**src/rtl/traffic_pkg.sv**
```systemverilog
// Shared phase encoding, sequence landmarks and q-to-phase decode for traffic_seq.
package traffic_pkg;

  typedef enum logic [1:0] {
    PH_AG = 2'd0,
    PH_AY = 2'd1,
    PH_BG = 2'd2,
    PH_BY = 2'd3
  } phase_e;

  localparam logic [5:0] Q_AY   = 6'd20;
  localparam logic [5:0] Q_BG   = 6'd24;
  localparam logic [5:0] Q_BY   = 6'd44;
  localparam logic [5:0] Q_LAST = 6'd47;

  function automatic phase_e phase_of(input logic [5:0] qv);
    if (qv < Q_AY)      return PH_AG;
    else if (qv < Q_BG) return PH_AY;
    else if (qv < Q_BY) return PH_BG;
    else                return PH_BY;
  endfunction

endpackage

```
**src/rtl/traffic_seq_tick_gen.sv**
```systemverilog
// Prescaler: counts CLK_DIV cycles while enabled and pulses adv_tick on the last one.
module tick_gen #(
  parameter int unsigned CLK_DIV = 50_000_000
) (
  input  logic clk,
  input  logic rst_n,
  input  logic en,
  output logic adv_tick
);

  localparam int unsigned CNT_W = (CLK_DIV > 1) ? $clog2(CLK_DIV) : 1;
  localparam logic [CNT_W-1:0] CNT_LAST = CNT_W'(CLK_DIV - 1);

  logic [CNT_W-1:0] cnt_q, cnt_d;

  // Pausing clears the count so a resume always waits a full period.
  always_comb begin
    adv_tick = en && (cnt_q == CNT_LAST);
    cnt_d    = '0;
    if (en && !adv_tick) cnt_d = cnt_q + 1'b1;
  end

  always_ff @(posedge clk or negedge rst_n) begin
    if (!rst_n) cnt_q <= '0;
    else        cnt_q <= cnt_d;
  end

endmodule

```
**src/rtl/traffic_seq.sv**
```systemverilog
// Traffic-light sequencer: 48-state q counter with phase decode, pause and manual step.
// Optional side-B demand hold at q = 19 is enabled by defining TRAFFIC_SENSOR_EN.
module traffic_seq
  import traffic_pkg::*;
#(
  parameter int unsigned CLK_DIV = 50_000_000
) (
  input  logic       clk,
  input  logic       rst_n,
  input  logic       en,
  input  logic       step,
`ifdef TRAFFIC_SENSOR_EN
  input  logic       b_req,
`endif
  output logic [5:0] q,
  output logic [1:0] phase,
  output logic       tick
);

  logic       adv_tick;
  logic       adv;
  logic [5:0] q_q, q_d;
  phase_e     phase_q, phase_d;
  logic       tick_q, tick_d;

  tick_gen #(
    .CLK_DIV(CLK_DIV)
  ) u_tick_gen (
    .clk      (clk),
    .rst_n    (rst_n),
    .en       (en),
    .adv_tick (adv_tick)
  );

  // Phase is decoded from the next q so both registers change on the same edge.
  always_comb begin
    adv    = en ? adv_tick : step;
    q_d    = q_q;
    tick_d = adv;
    if (adv) begin
      if (q_q >= Q_LAST) q_d = '0;
`ifdef TRAFFIC_SENSOR_EN
      else if ((q_q == Q_AY - 6'd1) && !b_req) q_d = q_q;
`endif
      else q_d = q_q + 6'd1;
    end
    phase_d = phase_of(q_d);
  end

  always_ff @(posedge clk or negedge rst_n) begin
    if (!rst_n) begin
      q_q     <= '0;
      phase_q <= PH_AG;
      tick_q  <= 1'b0;
    end else begin
      q_q     <= q_d;
      phase_q <= phase_d;
      tick_q  <= tick_d;
    end
  end

  assign q     = q_q;
  assign phase = phase_q;
  assign tick  = tick_q;

endmodule

```
**config.mk**
```make
export PLATFORM = sky130hd
export DESIGN_NAME = traffic_seq
export DESIGN_NICKNAME = d
export VERILOG_FILES = /design/src/rtl/traffic_pkg.sv /design/src/rtl/traffic_seq_tick_gen.sv /design/src/rtl/traffic_seq.sv
export SDC_FILE = /design/constraint.sdc
export NUM_CORES = 1
export LEC_CHECK = 0
export BUFFER_PORTS_ARGS = -buffer_cell sky130_fd_sc_hd__buf_4
export CAP_MARGIN = 20
export CORE_MARGIN = 2
export CORE_UTILIZATION = 59
export DETAILED_ROUTE_END_ITERATION = 8
export GPL_ROUTABILITY_DRIVEN = 0
export PLACE_DENSITY = 0.78
export SLEW_MARGIN = 40
export SYNTH_ARGS = -nofsm -noshare
export SYNTH_HDL_FRONTEND = slang
export SYNTH_SLANG_ARGS = --single-unit
```
**constraint.sdc**
```tcl
create_clock -name clk -period 2.15 [get_ports clk]
set_input_delay 0.1075 -clock clk [delete_from_list [all_inputs] [get_ports clk]]
set_output_delay 0.1075 -clock clk [all_outputs]
set_load 0.02 [all_outputs]
```
; ---- After elaboration in Yosys (flattened, before gate mapping)
; Cells that the tools add are included.
; Widths: inputs -> output; s select.
[op_classes]
addsub = 2
n_lt_le_gt_ge = 4
n_eq_ne = 1
mux = 7
n_reduce_logical = 3
[op_table]
columns = cell, n
row1 = $add 26x1->26 const B, 1
row2 = $eq 26x26->1 const B, 1
row3 = $mux 26, 1
row4 = $lt 6x5->1 const B, 2
row5 = $mux 6, 2
row6 = $add 6x1->6 const B, 1
row7 = $ge 6x6->1 const B, 1
row8 = $lt 6x6->1 const B, 1
row9 = $mux 2, 2
row10 = $logic_and 1x1->1, 2
row11 = $mux 1, 2
row12 = $logic_not 1->1, 1
[word_totals]
regBits = 35
input_bits = 4
output_inout_bits = 9
wordCells = 21

; ---- Depth between registers and ports, before layout
; Gate-level depths: netlist (run 1).
[logic_depth]
ltp_word = 8
ltp_mapped = 9

; ---- Cells and area by module
; From an unflattened synthesis (run 1), not the netlist that was laid out.
[unflattened]
hier_cells = 182
hier_area_um2 = 1824.2
[modules_own_cells]
columns = module, n_inst, cells_per_inst, area_each_um2, seq_area_each_um2
row1 = tick_gen, 1, 142, 1362.6, 650.6
row2 = traffic_seq, 1, 40, 461.7, 225.2

; ---- Least setup slack after synthesis (run 1)
; Ideal clock, no wire load.
[synth_timing]
path_type = flip-flop to flip-flop
from = register q_q[0] (netlist: q[0])
to = register phase_q[0] (netlist: phase[0])
setup_ns = 0.126
t_arrival_ns = 1.805
required_time_ns = 2.024
path_slack_ns = 0.219
stages_incl_launch_ff = 7
n_path_buf = 0
cell_sequence = dfrtp_1 > ha_1 > and3_1 > o21ai_0 > a31o_2 > a211oi_1 > a311o_1
[synth_between]
elab_chain_cells = 7
word_cells_on_any_way = 10
[synth_lines]
columns = item, line_no
row1 = from (decl), traffic_seq.sv:22  ; logic [5:0] q_q, q_d;
row2 = from (signal assigned), traffic_seq.sv:56  ; q_q <= q_d;
row3 = $add 6x1->6 or $ge 6x6->1 (tied branches), "traffic_seq.sv:45, traffic_seq.sv:41"
row4 = $mux 6 (*), traffic_seq.sv:41  ; if (q_q >= Q_LAST) q_d = '0;
row5 = $mux 6 (*), traffic_seq.sv:40  ; if (adv) begin
row6 = via q_d[3], traffic_seq.sv:22
row7 = $lt 6x6->1, traffic_pkg.sv:19  ; else if (qv < Q_BY) return PH_BG;
row8 = $mux 1, traffic_pkg.sv:19
row9 = $mux 2, traffic_pkg.sv:18  ; else if (qv < Q_BG) return PH_AY;
row10 = $mux 2 (*), traffic_pkg.sv:17  ; if (qv < Q_AY) return PH_AG;
row11 = via phase_d[0], traffic_seq.sv:23  ; phase_e phase_q, phase_d;
row12 = to (signal assigned), traffic_seq.sv:57  ; phase_q <= phase_d;
row13 = to (decl), traffic_seq.sv:23
; Mark *: on every way through the listed nets, which the timed path passes. The rest lies on a longest branch.

; ---- Worst setup path in the final report (run 1)
[layout_timing]
from = register u_tick_gen.cnt_q[10]
to = register phase_q[0] (netlist: phase[0])
[layout_between]
elab_chain_cells = 8
word_cells_on_any_way = 10
[layout_lines]
columns = item, line_no
row1 = from (decl), traffic_seq_tick_gen.sv:14  ; logic [CNT_W-1:0] cnt_q, cnt_d;
row2 = from (signal assigned), traffic_seq_tick_gen.sv:25  ; else cnt_q <= cnt_d;
row3 = $eq 26x26->1 (*), traffic_seq_tick_gen.sv:18  ; adv_tick = en && (cnt_q == CNT_LAST);
row4 = $logic_and 1x1->1 (*), traffic_seq_tick_gen.sv:18
row5 = $mux 1 (*), traffic_seq.sv:37  ; adv = en ? adv_tick : step;
row6 = $mux 6 (*), traffic_seq.sv:40
row7 = via q_d[4], traffic_seq.sv:22
row8 = $lt 6x6->1, traffic_pkg.sv:19
row9 = $mux 1, traffic_pkg.sv:19
row10 = $mux 2, traffic_pkg.sv:18
row11 = $mux 2 (*), traffic_pkg.sv:17
row12 = via phase_d[0], traffic_seq.sv:23
; Marks and branches as above.

==> results of run 1 <==
==> critical path: cells and delay by family (launching register included) <==
family | cells | cell delay [ns]
buffers and inverters | 1 | 0.06
flip-flops | 1 | 0.47
AND/OR/NAND/NOR | 4 | 0.89
AO/OA/AOI/OAI | 2 | 0.51
==> layer usage <==
metal | routed length, um | vias to the layer above | track usage (%) | part of all wire [%]
li1 | - | 672 | - | -
met1 | 1590 | 675 | 30.3 | 44
met2 | 1760 | 28 | 35.4 | 49
met3 | 169 | 7 | 7.42 | 4.7
met4 | 59 | 0 | 9.42 | 1.6
met5 | 0 | - | 0 | 0
==> repair_timing <==
| item | CTS | global route |
|---|---|---|
| hold buffers | 1 | 0 |
| buffers inserted | 0 | 3 |
| resized for setup | 0 | 5 |
| endpoints found under the hold margin | 35 | 0 |
| endpoints found under the setup margin | 0 | 3 |
==> final timing paths <==
| check | from | endpoint | slack (ns) | cells past startpoint |
|---|---|---|---|---|
| max | u_tick_gen.cnt_q[10] | phase[0] | 0.10 | 7 |
| min | en | u_tick_gen.cnt_q[1] | 0.11 | 2 |
| max reg2reg | u_tick_gen.cnt_q[10] | phase[0] | 0.10 | 7 |
| min reg2reg | q[1] | q[1] | 0.54 | 2 |
| max in group asynchronous | rst_n | u_tick_gen.cnt_q[18] | 1.60 | 2 |
| min in group asynchronous | rst_n | q[2] | 0.24 | 2 |
==> registers in the layout, summed over array words and instances, names as in the netlist <==
register          count
q                     6
tick                  1
u_tick_gen.cnt_q     26
phase                 2
==> power groups by stage <==
stage	sequential, uW	combinational (uW)	clock, uW
after floorplan	877	219	0
after global placement	825	440	0
after detailed placement	828	451	0
after CTS	816	453	373
after global routing	830	500	395
final	821	459	364
==> metrics by stage <==
step	setup TNS, ns	hold slack (ns)	cells	power (uW)	worst slack [ns]
after detailed placement	0	0.0839	223	1280	0.0628
final	0	0.107	234	1640	0.103
after floorplan	0	-0.188	179	1100	0.219
after CTS	0	0.0901	231	1640	0.0453
after global routing	-0.0352	0.106	234	1730	-0.0352
after global placement	0	0.0708	223	1270	0.177
==> kinds of logic (layout without fill, tap and decap cells) <==
logic type      after synthesis  count (layout)
flops                        35              35
compound gates               23              23
fa+ha+maj                     2               2
buf+inv                      10              34
simple gates                 88              88
xor+xnor                     21              21
==> Yosys cell counts, types with 4 or more instances <==
master	n	share of area [%]
dfrtp_1	35	49
o21ai_0	5	1.4
nand2_1	15	3.2
inv_1	4	0.84
xnor2_1	9	4.4
nand4_1	5	1.8
xor2_1	12	5.9
nor2_1	27	5.7
nand3_1	13	3.6
a21oi_1	4	1.1
and3_1	6	2.1
==> cell type report <==
type	count	area share [%]
well taps	31	1.89
inverters	6	1.22
clock buffers	6	2.50
clock inverters	1	0.244
repair buffers	21	7.80
flip-flops and latches	35	42.7
multi-input cells	134	43.6
==> flow_summary.ini, run 1 <==
[power_and_ir_drop]
p_int_uw = 1080
power.switching_uw = 562
peakVddDrop_uv = 884
power_leakage_uw = 0.000915
switching_share_pct = 34.2
combPwrFrac_pct = 27.9
pwr-share-clk_pct = 22.2
power.density_mw_per_mm2 = 800
p_seq_share_pct = 49.9

[clocking]
cts_htree_levels = 2
clkLatencyLatePin_ns = 0.35
tritoncts = built
clock-sinks = 35
clk_pin_slew_ns = 0.10
cts_buffers = 5
clk_path_buf_depth = 2
clockRootBuffer = clkbuf_4

[timing]
finalSetupViolCount = 0
clock-skew-final_ns = 0.0181
slew_violations = 0
hold_viol = 0
slew_headroom_pct = 71.3
worstMarginPinSlew_ns = 0.431
fin_crit_sh_pct = 95.2
layout_min_cycle_time_ns = 2.05
fmax_ghz = 0.489

[finish]
antenna_cells = 0
multi_input_area_um2 = 896
final_common_cell = dfrtp_1
fin_util_pct = 73.2
postLayoutCellArea_mm2 = 0.00205
final-seq-area_um2 = 877
fill_cells = 207
layout-drive-gt1-share_pct = 22.2
final_cell_mix = dfrtp_1, nor2_1, buf_4, nand2_1, nand3_1
nets = 209
area_growth_syn_to_layout_pct = 15.2

[place]
postPlaceCellArea_mm2 = 0.00193
hpwl_um = 2470
port-buffer-count = 12

[yosys]
async_flop_share_pct = 100
synth-edff-count = 0
ys_warn_count = 0
synth_top_family_by_area = simple AND/OR/NAND/NOR gates
ys_ff_latch = 35
netlist_area_mm2 = 0.00178
synth.area.mux_share_pct = 0
ys_seq_area_share_pct = 49.1
syn_avg_cell_area_um2 = 9.96
synth_flop_cell = dfrtp_1
synth_xor_xnor_area_share_pct = 10.3
synthAdderAreaFrac_pct = 1.40
syn_nets = 185
synth-simple-area-share_pct = 27.3
synth_compound_area_share_pct = 9.61
synth.distinct_cells = 43
syn_inst = 179

[global_route]
grt-ovfl-total = 0
grt_pass1_wl_um = 5920
antenna_found_initial = 0
grt_util_all_layers_pct = 23.0
grt_pass1_vias = 1325
grt_max_degree = 36

[detailed_routing]
wl_per_cell_um = 15.3
firstDrtPassIters = 4
vias_per_cell = 5.91
vias = 1382
drt-initial-drc-count = 57
remaining_drc_errors = 0
routed_wl_um = 3580
ant_nets = 0

[die]
start_util_pct = 63.6
core-area_mm2 = 0.00281
die_x_um = 59.0
placement_rows = 19
ioPinCount = 13
die-height_um = 59.0
dieArea_mm2 = 0.00348

[setup_path]
cp_cell_sequence = nor4b_4 -> and4b_4 -> nand4b_1 -> a22oi_2 -> inv_2 -> and2_0 -> a311o_1
critPathKind = reg2reg
required_ns = 2.38
start_kind = flop
critPathSlowestCell = dfrtp_1
crit_arrival_ns = 2.27
critical-path-max-stage-delay_ns = 0.47
crit_fanout = 5
critPathCaptureType = flop

[flow_run]
cap_violations = 0

[status]
status = finished clean

[worst_hold_path]
worst_hold_path_type = in2reg
No activity file was read; power rests on OpenSTA's default activity.
==> inputs of run 2 (changes only) <==
--- a/config.mk
+++ b/config.mk
@@ -9,6 +9,7 @@
 export CAP_MARGIN = 20
 export CORE_MARGIN = 2
 export CORE_UTILIZATION = 59
+export CTS_CLUSTER_DIAMETER = 200
 export DETAILED_ROUTE_END_ITERATION = 8
 export GPL_ROUTABILITY_DRIVEN = 0
 export PLACE_DENSITY = 0.78
==> constraint.sdc (replaced) <==
create_clock -name clk -period 2.1 [get_ports clk]
set_input_delay 0.105 -clock clk [delete_from_list [all_inputs] [get_ports clk]]
set_output_delay 0.105 -clock clk [all_outputs]
set_load 0.02 [all_outputs]
==> flow_summary.ini, run 2 (synthesis gave the netlist of run 1 again) <==
[status]
status = finished clean

[detailed_routing]
firstDrtPassIters = 4
vias_per_cell = 5.96
routed_wl_um = 3560
met2_length_um = 1680
ant_nets = 0
wl_per_cell_um = 15.1
drt-initial-drc-count = 95
vias = 1406
drt-met1-wl_um = 1670
dr_wl_met3_um = 163
top_layer_used = met4
remaining_drc_errors = 0

[global_route]
antenna_found_initial = 0
grt-ovfl-total = 0
grt_pass1_vias = 1293
grt_util_all_layers_pct = 23.3
grt_max_degree = 36
grt_pass1_wl_um = 5920

[finish]
final_cell_mix = dfrtp_1, nor2_1, buf_4, nand2_1, nand3_1
antenna_cells = 0
max_flop_register = u_tick_gen.cnt_q
fin_cells = 236
largest_register_ffs = 26
nets = 210
final_common_cell = dfrtp_1
layout-drive-gt1-share_pct = 22.0
area_growth_syn_to_layout_pct = 14.9

[setup_path]
start_kind = flop
rrSetupSlack_ns = 0.11
r2r_end = phase[0]
r2r_start = q[1]
worst_r2r_path_depth = 8
critPathKind = reg2reg
crit_fanout = 4
critical-path-max-stage-delay_ns = 0.41
required_ns = 2.33
crit_arrival_ns = 2.21
cp_cell_sequence = ha_1 -> and3_1 -> nor2_1 -> nand4b_1 -> a22oi_2 -> inv_2 -> and2_0 -> a311o_1
critPathSlowestCell = dfrtp_1
critPathCaptureType = flop

[power_and_ir_drop]
power.density_mw_per_mm2 = 846
switching_share_pct = 33.4
power_leakage_uw = 0.000925
combPwrFrac_pct = 27.7
power.switching_uw = 579
p_seq_share_pct = 48.6
finalPower_uw = 1730
pwr-share-clk_pct = 23.7
peakVddDrop_uv = 790
p_int_uw = 1150

[timing]
rsz0062_at_grt = false
hold_viol = 0
clock-skew-final_ns = 0.00805
slew_violations = 0
fmax_ghz = 0.503
worstMarginPinSlew_ns = 0.430
fin_hold_ws_ns = 0.0988
slew_headroom_pct = 71.3
fin_crit_sh_pct = 94.6
finalSetupViolCount = 0
layout_setup_ws_ns = 0.113
fin_tns_setup_ns = 0
layout_min_cycle_time_ns = 1.99

[die]
die_x_um = 59.0
start_util_pct = 63.6
core-area_mm2 = 0.00281
dieArea_mm2 = 0.00348
ioPinCount = 13
placement_rows = 19
die-height_um = 59.0

[flow_run]
cap_violations = 0

[clocking]
clockRootBuffer = clkbuf_4
cts_htree_levels = 2
clk_pin_slew_ns = 0.10
clk_path_buf_depth = 2
cts_buffers = 5
clkLatencyLatePin_ns = 0.34
clock-sinks = 35
tritoncts = built

[place]
hpwl_um = 2610
dp_cells = 224
pre_cts_ws_ns = 0.0963
port-buffer-count = 12

[worst_hold_path]
worst_hold_path_type = in2reg
hold_end = u_tick_gen.cnt_q[1]
hold_path_depth = 2
hp-start = en
## run 2: metrics by stage
| step | utilization [%] | cell area [um2] |
|---|---|---|
| 3_5_place_dp | 69.2 | 1940 |
| 3_3_place_gp | 69.2 | 1940 |
| 6_report | 73.0 | 2050 |
| 4_1_cts | 72.0 | 2020 |
| 2_1_floorplan | - | 1780 |
| 5_1_grt | 73.0 | 2050 |
## run 2: worst max path at each step
stage                          from        to  cells after the start
2_1_floorplan                  q[0]  phase[0]                      6
3_3_place_gp    u_tick_gen.cnt_q[0]  phase[0]                      8
3_5_place_dp    u_tick_gen.cnt_q[0]  phase[0]                      8
4_1_cts         u_tick_gen.cnt_q[0]  phase[0]                      8
5_1_grt        u_tick_gen.cnt_q[20]  phase[0]                      7
6_report                       q[1]  phase[0]                      8
## run 2: cell type report
cell class                      instances  area (um2)
Inverter                                6        25.0
Clock buffer                            8        68.8
Tap cell                               31        38.8
Multi-Input combinational cell        134         872
Sequential cell                        35         876
Timing Repair Buffer                   22         168
Fill cell                             216         757
## run 2: power groups by stage
| stage | registers (uW) | clock network (uW) | logic (uW) |
|---|---|---|---|
| floorplan | 898 | 0 | 224 |
| global placement | 844 | 0 | 450 |
| detailed placement | 853 | 0 | 465 |
| CTS | 840 | 419 | 466 |
| global route | 852 | 452 | 521 |
| finish | 842 | 411 | 479 |
## run 2: timing repair
action                                  in CTS  in global routing
endpoints found under the setup margin       0                  3
hold buffers                                 1                  0
setup buffers                                0                  3
gates resized for setup                      0                  2
endpoints found under the hold margin       35                  0
## run 2: critical path: cells and delay by family (launching register included)
kind            cells  cell delay, ns
simple gates        4            0.68
compound gates      2            0.49
fa+ha+maj           1            0.24
flops               1            0.41
buf+inv             1            0.06
## run 2: routing by layer
layer  track usage, %  up-vias
met4             10.1        0
met2             34.3       40
met5                0        -
met3             5.90        7
met1             32.7      678
li1                 -      681
==> inputs of run 3 (changes only) <==
--- a/config.mk
+++ b/config.mk
@@ -5,14 +5,14 @@
 export SDC_FILE = /design/constraint.sdc
 export NUM_CORES = 1
 export LEC_CHECK = 0
-export BUFFER_PORTS_ARGS = -buffer_cell sky130_fd_sc_hd__buf_4
+export BUFFER_PORTS_ARGS = -buffer_cell sky130_fd_sc_hd__buf_2
 export CAP_MARGIN = 20
 export CORE_MARGIN = 2
-export CORE_UTILIZATION = 59
+export CORE_UTILIZATION = 54
 export CTS_CLUSTER_DIAMETER = 200
 export DETAILED_ROUTE_END_ITERATION = 8
 export GPL_ROUTABILITY_DRIVEN = 0
-export PLACE_DENSITY = 0.78
+export PLACE_DENSITY = 0.73
 export SLEW_MARGIN = 40
 export SYNTH_ARGS = -nofsm -noshare
 export SYNTH_HDL_FRONTEND = slang
==> flow_summary.ini, run 3 (synthesis gave the netlist of run 1 again) <==
[setup_path]
worst_r2r_path_depth = 7
crit_arrival_ns = 2.26
crit_fanout = 5
start_kind = flop
critPathCaptureType = flop
required_ns = 2.32
critPathKind = reg2reg

[finish]
fill_cells = 287
fin_util_pct = 66.7
final-seq-area_um2 = 878
postLayoutCellArea_mm2 = 0.00207
final_cell_mix = dfrtp_1, nor2_1, nand2_1, buf_4, nand3_1
largest_register_ffs = 26
nets = 215
area_growth_syn_to_layout_pct = 16.1
final_common_cell = dfrtp_1
multi_input_area_um2 = 883
antenna_cells = 0
layout-drive-gt1-share_pct = 25.2
max_flop_register = u_tick_gen.cnt_q
fin_cells = 254

[timing]
worstMarginPinSlew_ns = 0.429
fin_crit_sh_pct = 97.0
layout_min_cycle_time_ns = 2.04
finalSetupViolCount = 0
fmax_ghz = 0.491
fin_hold_ws_ns = 0.111
rsz0062_at_grt = true
layout_setup_ws_ns = 0.0631
clock-skew-final_ns = 0.00582
slew_violations = 0
hold_viol = 0
slew_headroom_pct = 71.4

[global_route]
grt_pass1_vias = 1370
grt_max_degree = 36
grt_pass1_wl_um = 6050
antenna_found_initial = 0
grt-ovfl-total = 0
grt_util_all_layers_pct = 21.6

[clocking]
clock-sinks = 35
clkLatencyLatePin_ns = 0.33
clk_pin_slew_ns = 0.10
clk_path_buf_depth = 2
clockRootBuffer = clkbuf_4
cts_buffers = 5
tritoncts = built
cts_htree_levels = 2

[worst_hold_path]
worst_hold_path_type = in2reg
hold_path_depth = 2

[detailed_routing]
drt-initial-drc-count = 63
ant_nets = 0
firstDrtPassIters = 4
routed_wl_um = 3590
vias = 1434
remaining_drc_errors = 0
vias_per_cell = 5.65
wl_per_cell_um = 14.1

[die]
ioPinCount = 13
start_util_pct = 57.5
placement_rows = 20
die_x_um = 61.5
die-height_um = 61.5
dieArea_mm2 = 0.00378
core-area_mm2 = 0.00310

[place]
port-buffer-count = 12
dp_cells = 236
hpwl_um = 2500
postPlaceCellArea_mm2 = 0.00192
pre_cts_ws_ns = 0.0727

[flow_run]
cap_violations = 0

[power_and_ir_drop]
power.density_mw_per_mm2 = 781
peakVddDrop_uv = 585
power_leakage_uw = 0.000931

[status]
status = finished clean
==> run 3: power breakdown <==
group          internal (uW)  switching (uW)
Clock                    130             212
Sequential               747            87.5
Combinational            176             264
Total                   1050             563
==> run 3: area by class of cell <==
class                      instances  share of cell area, %
timing repair buffer              27                   8.59
clock inverter                     1                  0.242
multi-input combinational        134                   42.7
clock buffer                       7                   2.18
inverter                           6                   1.21
tap                               44                   2.66
sequential                        35                   42.4
==> run 3: worst paths after layout <==
check / startpoint / end / slack [ns]
setup / recovery: u_tick_gen.cnt_q[20] / phase[0] / 0.06
hold / removal: en / u_tick_gen.cnt_q[1] / 0.11
setup reg to reg: u_tick_gen.cnt_q[20] / phase[0] / 0.06
hold reg to reg: q[1] / q[1] / 0.55
max in group asynchronous: rst_n / u_tick_gen.cnt_q[18] / 1.52
min in group asynchronous: rst_n / u_tick_gen.cnt_q[3] / 0.25
==> run 3: repair_timing <==
item / in CTS / in global routing
setup endpoints to repair: 0 / 3
endpoints found under the hold margin: 35 / 0
hold buffers: 1 / 0
buffers inserted: 0 / 9
resized for setup: 0 / 7
==> run 3: per-stage QoR <==
| step | TNS (ns) | total power [uW] |
|---|---|---|
| 2_1_floorplan | 0 | 1120 |
| 3_3_place_gp | 0 | 1250 |
| 3_5_place_dp | 0 | 1260 |
| 4_1_cts | 0 | 1600 |
| 5_1_grt | -0.0297 | 1710 |
| 6_report | 0 | 1620 |
==> run 3: worst max-delay path, stage by stage, from the launching register on <==
cell      delay (ns)
dfrtp_2         0.42
nand4_1         0.24
nor3_4          0.36
nand4b_1        0.17
a22oi_2         0.26
inv_2           0.06
and2_4          0.15
a311o_1         0.26
==> run 3: layer usage <==
layer | part of all wire [%] | track usage [%] | routed length, um
met1 | 47 | 29.5 | 1700
met2 | 47 | 34.3 | 1700
met3 | 3.5 | 4.41 | 125
met4 | 1.8 | 7.60 | 63
met5 | 0 | 0 | 0
